`config.mk`:
```
export PLATFORM = sky130hd
export DESIGN_NAME = load_store_unit
export DESIGN_NICKNAME = d
export VERILOG_FILES = /design/src/rtl/load_store_unit.sv
export SDC_FILE = /design/constraint.sdc
export NUM_CORES = 1
export LEC_CHECK = 0
export BUFFER_PORTS_ARGS = -buffer_cell sky130_fd_sc_hd__buf_2
export CAP_MARGIN = 10
export CORE_MARGIN = 4
export CORE_UTILIZATION = 35
export CTS_CLUSTER_DIAMETER = 40
export DETAILED_ROUTE_END_ITERATION = 7
export PLACE_DENSITY = 0.6
export SLEW_MARGIN = 25
export SYNTH_ARGS = -nofsm -noshare
export SYNTH_HDL_FRONTEND = slang
export SYNTH_SLANG_ARGS = --single-unit
export TNS_END_PERCENT = 20
```
`constraint.sdc`:
```
create_clock -name clk -period 1.95 [get_ports clk]
set_clock_uncertainty 0.2 [all_clocks]
set_input_delay 0.195 -clock clk [delete_from_list [all_inputs] [get_ports clk]]
set_output_delay 0.195 -clock clk [all_outputs]
set_load 0.005 [all_outputs]
```
`src/rtl/load_store_unit.sv`:
```
// Multi-cycle load/store engine between execute and a word-wide req/ack bus.
// Checks alignment, builds byte enables, replicates store data, extends loads.
module load_store_unit #(
  parameter int unsigned TIMEOUT_CYCLES = 255
) (
  input  logic        clk,
  input  logic        reset,
  input  logic        start,
  input  logic        is_store,
  input  logic [31:0] addr,
  input  logic [31:0] store_data,
  input  logic [2:0]  mem_width,
  output logic        busy,
  output logic        done,
  output logic [31:0] load_data,
  output logic        misaligned,
  output logic        bus_error,
  output logic        bus_req,
  output logic        bus_we,
  output logic [31:0] bus_addr,
  output logic [3:0]  bus_be,
  output logic [31:0] bus_wdata,
  input  logic [31:0] bus_rdata,
  input  logic        bus_ack,
  input  logic        bus_err
);

  typedef enum logic [1:0] {IDLE, REQ, DONE} state_t;

  state_t      state;
  logic [15:0] cnt;
  logic [1:0]  off;
  logic [2:0]  width;

  logic        illegal;
  logic        misal;
  logic [3:0]  be;
  logic [31:0] wdata;
  logic [31:0] sh;
  logic [31:0] ext;

  // Decode the incoming request: legality, alignment, lanes, write data.
  always_comb begin
    illegal = (mem_width == 3'b011) ||
              (mem_width[2:1] == 2'b11) ||
              (mem_width[2] && is_store);
    misal = ((mem_width[1:0] == 2'b01) && addr[0]) ||
            ((mem_width[1:0] == 2'b10) && (addr[1:0] != 2'b00));
    be    = 4'b1111;
    wdata = store_data;
    case (mem_width[1:0])
      2'b00: begin
        be    = 4'b0001 << addr[1:0];
        wdata = {4{store_data[7:0]}};
      end
      2'b01: begin
        be    = 4'b0011 << {addr[1], 1'b0};
        wdata = {2{store_data[15:0]}};
      end
      default: begin
        be    = 4'b1111;
        wdata = store_data;
      end
    endcase
  end

  // Pick the addressed lane out of the read word and extend it.
  always_comb begin
    sh  = bus_rdata >> {off, 3'b000};
    ext = sh;
    case (width)
      3'b000:  ext = {{24{sh[7]}}, sh[7:0]};
      3'b001:  ext = {{16{sh[15]}}, sh[15:0]};
      3'b100:  ext = {24'd0, sh[7:0]};
      3'b101:  ext = {16'd0, sh[15:0]};
      default: ext = sh;
    endcase
  end

  // Transaction FSM with registered bus and status outputs.
  always_ff @(posedge clk) begin
    if (reset) begin
      state      <= IDLE;
      cnt        <= '0;
      off        <= '0;
      width      <= '0;
      busy       <= 1'b0;
      done       <= 1'b0;
      load_data  <= '0;
      misaligned <= 1'b0;
      bus_error  <= 1'b0;
      bus_req    <= 1'b0;
      bus_we     <= 1'b0;
      bus_addr   <= '0;
      bus_be     <= '0;
      bus_wdata  <= '0;
    end else begin
      case (state)
        IDLE: begin
          done <= 1'b0;
          if (start) begin
            misaligned <= 1'b0;
            bus_error  <= 1'b0;
            off        <= addr[1:0];
            width      <= mem_width;
            busy       <= 1'b1;
            cnt        <= '0;
            if (illegal) begin
              bus_error <= 1'b1;
              done      <= 1'b1;
              state     <= DONE;
            end else if (misal) begin
              misaligned <= 1'b1;
              done       <= 1'b1;
              state      <= DONE;
            end else begin
              bus_addr  <= {addr[31:2], 2'b00};
              bus_we    <= is_store;
              bus_be    <= be;
              bus_wdata <= wdata;
              bus_req   <= 1'b1;
              state     <= REQ;
            end
          end
        end
        REQ: begin
          cnt <= cnt + 16'd1;
          if (bus_err) begin
            bus_error <= 1'b1;
            bus_req   <= 1'b0;
            done      <= 1'b1;
            state     <= DONE;
          end else if (bus_ack) begin
            if (!bus_we) load_data <= ext;
            bus_req <= 1'b0;
            done    <= 1'b1;
            state   <= DONE;
          end else if (cnt == 16'(TIMEOUT_CYCLES - 1)) begin
            bus_error <= 1'b1;
            bus_req   <= 1'b0;
            done      <= 1'b1;
            state     <= DONE;
          end
        end
        DONE: begin
          done  <= 1'b0;
          busy  <= 1'b0;
          cnt   <= '0;
          state <= IDLE;
        end
        default: state <= IDLE;
      endcase
    end
  end

endmodule

```
---- Word-level counts from Yosys, hierarchy flattened ----
Cells that the tools add are included.
word-level totals
  register bits after elaboration ......... 127
  latch bits .............................. 0
  memory bits (writable) .................. 0
  ROM bits ................................ 0
  input port bits ......................... 105
  output and inout port bits .............. 106
  logic and storage cells ................. 94
  memories kept ........................... 0
operators by class
  add/sub/neg operators ................... 1
  $mul .................................... 0
  divide/modulo/power cells ............... 0
  order comparisons ....................... 0
  equal/unequal tests ..................... 16
  shift operators ......................... 3
  mux-type cells .......................... 34
  bitwise logic cells ..................... 4
  reduce and logical (&&, ||, !) cells .... 22
operator list
  cell                                                                     number
  32-bit case mux with 4 select lines                                      1
  32-bit case mux with 2 select lines                                      1
  16-bit case mux with 3 select lines                                      1
  32-bit by 5-bit right shift with 32-bit output                           1
  1-bit 2-to-1 mux                                                         18
  16-bit by 1-bit adder with 16-bit output (second input constant)         1
  16-bit by 8-bit equality test with 1-bit output (second input constant)  1
  16-bit 2-to-1 mux                                                        1
  2-bit 2-to-1 mux                                                         6
  4-bit AND reduction                                                      3
  2-bit AND reduction                                                      5
  4-bit case mux with 2 select lines                                       1
  2-bit equality test (second input constant)                              3
  3-bit equality test (second input constant)                              2
  2-bit != test (second input constant)                                    3
  3-bit != test (second input constant)                                    2
  1-bit case mux with 2 select lines                                       3
  2-bit nonzero test                                                       3
  5-bit AND reduction                                                      1
  2-bit by 1-bit equality test with 1-bit output (second input constant)   2
  2-bit logical NOT                                                        2
  4-bit != test (second input constant)                                    1
  1-bit NOT                                                                4
  2-bit case mux with 2 select lines                                       1
  9 further kinds                                                          13

---- Longest topological paths before layout ----
  depth in word-level cells ............... 7
  depth in mapped cells ................... 8
  mapped depth without buffers ............ 6

---- Worst setup path before layout ----
Ideal clock, no wire load.
  kind .................................... register -> register
  start ................................... reg state[0]
  end ..................................... reg cnt[14]
  setup time .............................. 121 ps
  data arrival time ....................... 1,835 ps
  data required time ...................... 1,629 ps
  setup slack ............................. -206 ps
  cell stages (with the launch flop) ...... 8
  buffers on the path ..................... 1
  period minus slack after synthesis ...... 2,156 ps
  cells stage by stage .................... dfxtp_1 > inv_1 > ha_1 > nor2b_1 > or3_1 > clkbuf_1 > nor3_1 > mux2_2
between the ends
  cells in the longest elaborated chain, start to end .. 3
  elaborated cells between the ends (all ways) .. 7
  classes of those cells .................. eq/ne (3); mux (1); reduce/logical (3)
ends and longest elaborated chain
  element                                                                       RTL line  text
  from (decl)                                                                   30        state_t state;
  from (signal assigned)                                                        83        state <= IDLE;
  from (signal assigned)                                                        111       state <= DONE;
  from (signal assigned)                                                        115       state <= DONE;
  2-bit by 1-bit equality test with 1-bit output, or another cell as far along  98        case (state)
  3-bit nonzero test (no line) or 2-bit != test (tied branches)                 n/a
  2-bit AND reduction (no line)                                                 n/a
  to (signal assigned)                                                          127       cnt <= cnt + 16'd1;
  to (decl)                                                                     31        logic [15:0] cnt;
Several ways; a longest one is shown, not always the timed one.
A chain may end at the register's enable or synchronous reset.

---- Final worst setup path ----
  start ................................... reg cnt[1]
  end ..................................... reg cnt[10]
between the ends
  cells in the longest elaborated chain, start to end .. 2
ends and longest elaborated chain
  element                                   RTL line
  16-bit by 1-bit adder with 16-bit output  127
  16-bit case mux with 3 select lines       98
No other way between the ends.

==> impl_metrics.csv <==
group,metric,value,unit
worst_setup_path,required,2.10,ns
floorplan,initial_core_util,0.359,
floorplan,boundaryPins,211,
clock_network,cts_root_buf,"clkbuf_16",
worst_hold_path,hp-class,"input pin to flop",
floorplan,row_count,46,
worst_setup_path,r2r_start,"cnt[1]$_SDFFE_PP0P_",
logic_synthesis,synth_area_leaders,"dfxtp_1, a21oi_1, nand2_1",
worst_setup_path,r2r_slack,0.05,ns
clock_network,clock_sinks,127,
worst_setup_path,slowest_delay,0.41,ns
grt,overflow,0,
logic_synthesis,avgSynthCellArea,8.19,um^2
timing,relSlewSlack,0.562,
clock_network,cts_tree,"built",
timing,final-max-slew-violation-count,0,
grt,grt_first_pass_wirelength,30400,um
timing,fin_setup_tns,0,ns
logic_synthesis,synth_cell_types,51,
worst_setup_path,cp-endpoint,"cnt[10]$_SDFFE_PP0P_",
clock_network,htree_levels,4,
status,outcome,"finished clean",
worst_setup_path,end_kind,"flop",
placed_design,place_hpwl,13000,um
clock_network,worstSkewPairLatency,0.41,ns
placed_design,place_ws,-0.0298,ns
layout,multiInputGateArea,0.00302,mm^2
layout,antenna_cells,0,
logic_synthesis,yosysSeqAreaShare,0.444,
worst_setup_path,worstSetupStartpoint,"cnt[1]$_SDFFE_PP0P_",
drt,routed_wl,19200,um
drt,drt_pass1_iterations,4,
layout,area_growth,52.2,%
grt,antenna_found_initial,0,
power,power_leakage,3.77,nW
worst_setup_path,slowest_stage,"or3_4",
logic_synthesis,synth_ff_type,"dfxtp_1",
worst_setup_path,ff2ff_path_depth,6,
placed_design,dp_cells,1123,
layout,regArea,0.00255,mm^2
floorplan,coreArea,0.0159,mm^2
layout,layout-drive-gt1-share,0.330,
worst_setup_path,critPathKind,"flop to flop",
timing,setup_viol,0,
grt,grt_pass1_vias,6145,
job,cap_violations,0,
timing,fin_crit_sh,0.972,
worst_setup_path,r2r_end,"cnt[10]$_SDFFE_PP0P_",
logic_synthesis,ys.warnings.count,0,
clock_network,clockBufferDepth,2,
logic_synthesis,synth_cells,699,
grt,track_usage,0.205,
worst_setup_path,crit_path_frequent_cell,"or3_4",
placed_design,io_buffers,208,
timing,worst_slack,0.0544,ns
logic_synthesis,synthesis.area,0.00573,mm^2
clock_network,clkTransAtPathRegs,0.05,ns
layout,instances_no_fill,1230,
layout,fillers,1480,
placed_design,gp_congestion,0.772,
clock_network,cts_buffers,17,
power,powerDensity,789,mW/mm^2
timing,finalCriticalPeriod,1.90,ns
logic_synthesis,synth_top_area_share,0.444,
timing,worst_pin_slew,0.657,ns
logic_synthesis,synth-edff-count,0,
drt,drc,0,
drt,antenna_left,0,
floorplan,die-height,136,um
logic_synthesis,ys_async_sr_fraction,0,
worst_setup_path,start_kind,"flop",
worst_setup_path,arrival,2.04,ns
worst_setup_path,path_max_fanout,4,
timing,max_freq,0.528,GHz
worst_setup_path,path_cells,"buf_4 > ha_2 > nand3_2 > or3_4 > or3_4 > a21oi_2",
logic_synthesis,synth-seq-cells,127,
layout,fin_util,0.547,
drt,post_drt_wl_per_cell,15.6,um
layout,fin_nets,1113,
floorplan,die_w,136,um
grt,grt_max_degree,62,
timing,hold_viol,0,
drt,routed_via_density,4.90,
floorplan,die-area,0.0185,mm^2
drt,via_count,6033,
drt,drt-initial-drc-count,324,
power,ir_drop,0.000598,V
logic_synthesis,yosys.area.top_type,"dfxtp_1",
## routing by layer
| metal | vias up | global-route usage | part of all wire |
|---|---|---|---|
| met4 | 0 | 0.0549 | 0.015 |
| met1 | 2770 | 0.245 | 0.43 |
| met3 | 19 | 0.0707 | 0.077 |
| met2 | 202 | 0.352 | 0.48 |
| met5 | - | 0 | 0 |
| li1 | 3042 | - | - |
## worst min-delay path by stage
| stage | start | to | slack [ns] | depth (start not counted) |
|---|---|---|---|---|
| after floorplan | mem_width[2] | width[2]$_SDFFE_PP0P_ | 0.13 | 2 |
| after global placement | addr[31] | bus_addr[31]$_SDFFE_PP0P_ | 0.24 | 3 |
| after detailed placement | addr[6] | bus_addr[6]$_SDFFE_PP0P_ | 0.24 | 3 |
| after CTS | addr[0] | off[0]$_SDFFE_PP0P_ | 0.0009 | 4 |
| after global routing | addr[1] | off[1]$_SDFFE_PP0P_ | 0.01 | 4 |
| final | addr[0] | off[0]$_SDFFE_PP0P_ | 0.01 | 4 |
## metrics by stage
step / power [W] / area [um^2] / hold slack, ns
detailed placement: 0.00387 / 7310 / 0.241
floorplan: 0.00339 / 5770 / 0.131
finish: 0.00687 / 8710 / 0.0135
global placement: 0.00386 / 7310 / 0.236
CTS: 0.00690 / 8570 / 0.000911
global route: 0.00720 / 8710 / 0.0115
## report_power, final
group,switching (W),internal (W)
Clock,0.00111,0.00180
Sequential,0.0000748,0.00272
Combinational,0.000588,0.000577
Total,0.00177,0.00510
## cells in the mapped netlist (2+ instances only)
library cell and number:
nand2_1 137, dfxtp_1 127, a21oi_1 112, nor2_1 44, o21ai_0 44, mux2i_1 33, clkbuf_1 31, o211ai_1 15
a211oi_1 13, buf_2 11, inv_1 11, a311oi_1 10, mux2_2 10, nor3_1 8, o2bb2ai_1 8, nand2b_1 7
nand3_1 7, buf_1 6, ha_1 6, or3_1 6, nor2b_1 5, xnor2_1 5, buf_4 4, buf_6 3
nand4_1 3, nor4_1 3, a21o_1 2, nor3b_1 2, nor4b_1 2, or3b_2 2, xor2_1 2
## cell type report
cell class,instances,area share
tap,216,0.0310
clock inverter,7,0.00718
clock buffer,24,0.0541
inverter,12,0.00546
timing repair buffer,338,0.263
multi-input combinational,506,0.347
sequential,127,0.293
## layout by cell type, fill, tap and decap left out, types with 3 or more instances in the layout
| master | synthesis | layout |
|---|---|---|
| clkbuf_16 | 0 | 18 |
| or3_1 | 6 | 4 |
| buf_2 | 11 | 208 |
| buf_12 | 0 | 6 |
| nor3_1 | 8 | 6 |
| a311oi_1 | 10 | 10 |
| buf_4 | 4 | 51 |
| dfxtp_1 | 127 | 123 |
| inv_1 | 11 | 9 |
| nor2_1 | 44 | 44 |
| a21oi_1 | 112 | 111 |
| dfxtp_2 | 0 | 3 |
| mux2i_1 | 33 | 33 |
| clkinv_2 | 0 | 5 |
| a211oi_1 | 13 | 12 |
| xnor2_1 | 5 | 5 |
| nand2b_1 | 7 | 7 |
| nand2_1 | 137 | 137 |
| mux2_2 | 10 | 9 |
| o211ai_1 | 15 | 15 |
| clkbuf_1 | 31 | 5 |
| nor2b_1 | 5 | 3 |
| o2bb2ai_1 | 8 | 8 |
| o21ai_0 | 44 | 43 |
| dlygate4sd3_1 | 0 | 72 |
| nand4_1 | 3 | 3 |
| nand3_1 | 7 | 6 |
## critical path: cells and delay by family, from the launching register on
kind	cells	cell delay, ns
compound gates	1	0.13
fa+ha+maj	1	0.19
buf+inv	1	0.11
flops	1	0.32
simple gates	3	0.88
## state kept, by name (all words and copies together) (netlist names)
| name | flops |
|---|---|
| bus_we | 1 |
| bus_be | 4 |
| misaligned | 1 |
| done | 1 |
| cnt | 16 |
| bus_addr | 30 |
| bus_wdata | 32 |
| busy | 1 |
| state | 2 |
| load_data | 32 |
| off | 2 |
| bus_error | 1 |
| bus_req | 1 |
| width | 3 |
## cell families after synthesis
family          Yosys count  synth area share
mux                      44            0.0813
fa+ha+maj                 6            0.0131
other cells               1          0.000655
simple gates            233             0.177
xor+xnor                  7            0.0107
flops                   127             0.444
compound gates          214             0.220
buf+inv                  67            0.0529
## repair_timing
action                                 CTS  global route
setup endpoints to repair                2            58
endpoints found under the hold margin   77             0
buffers inserted                         0             3
hold buffers                            72             0
pin swaps                                0             6
cloned                                   0             1
gates resized for setup                  2            22
Power figures use the tool's default switching activity.
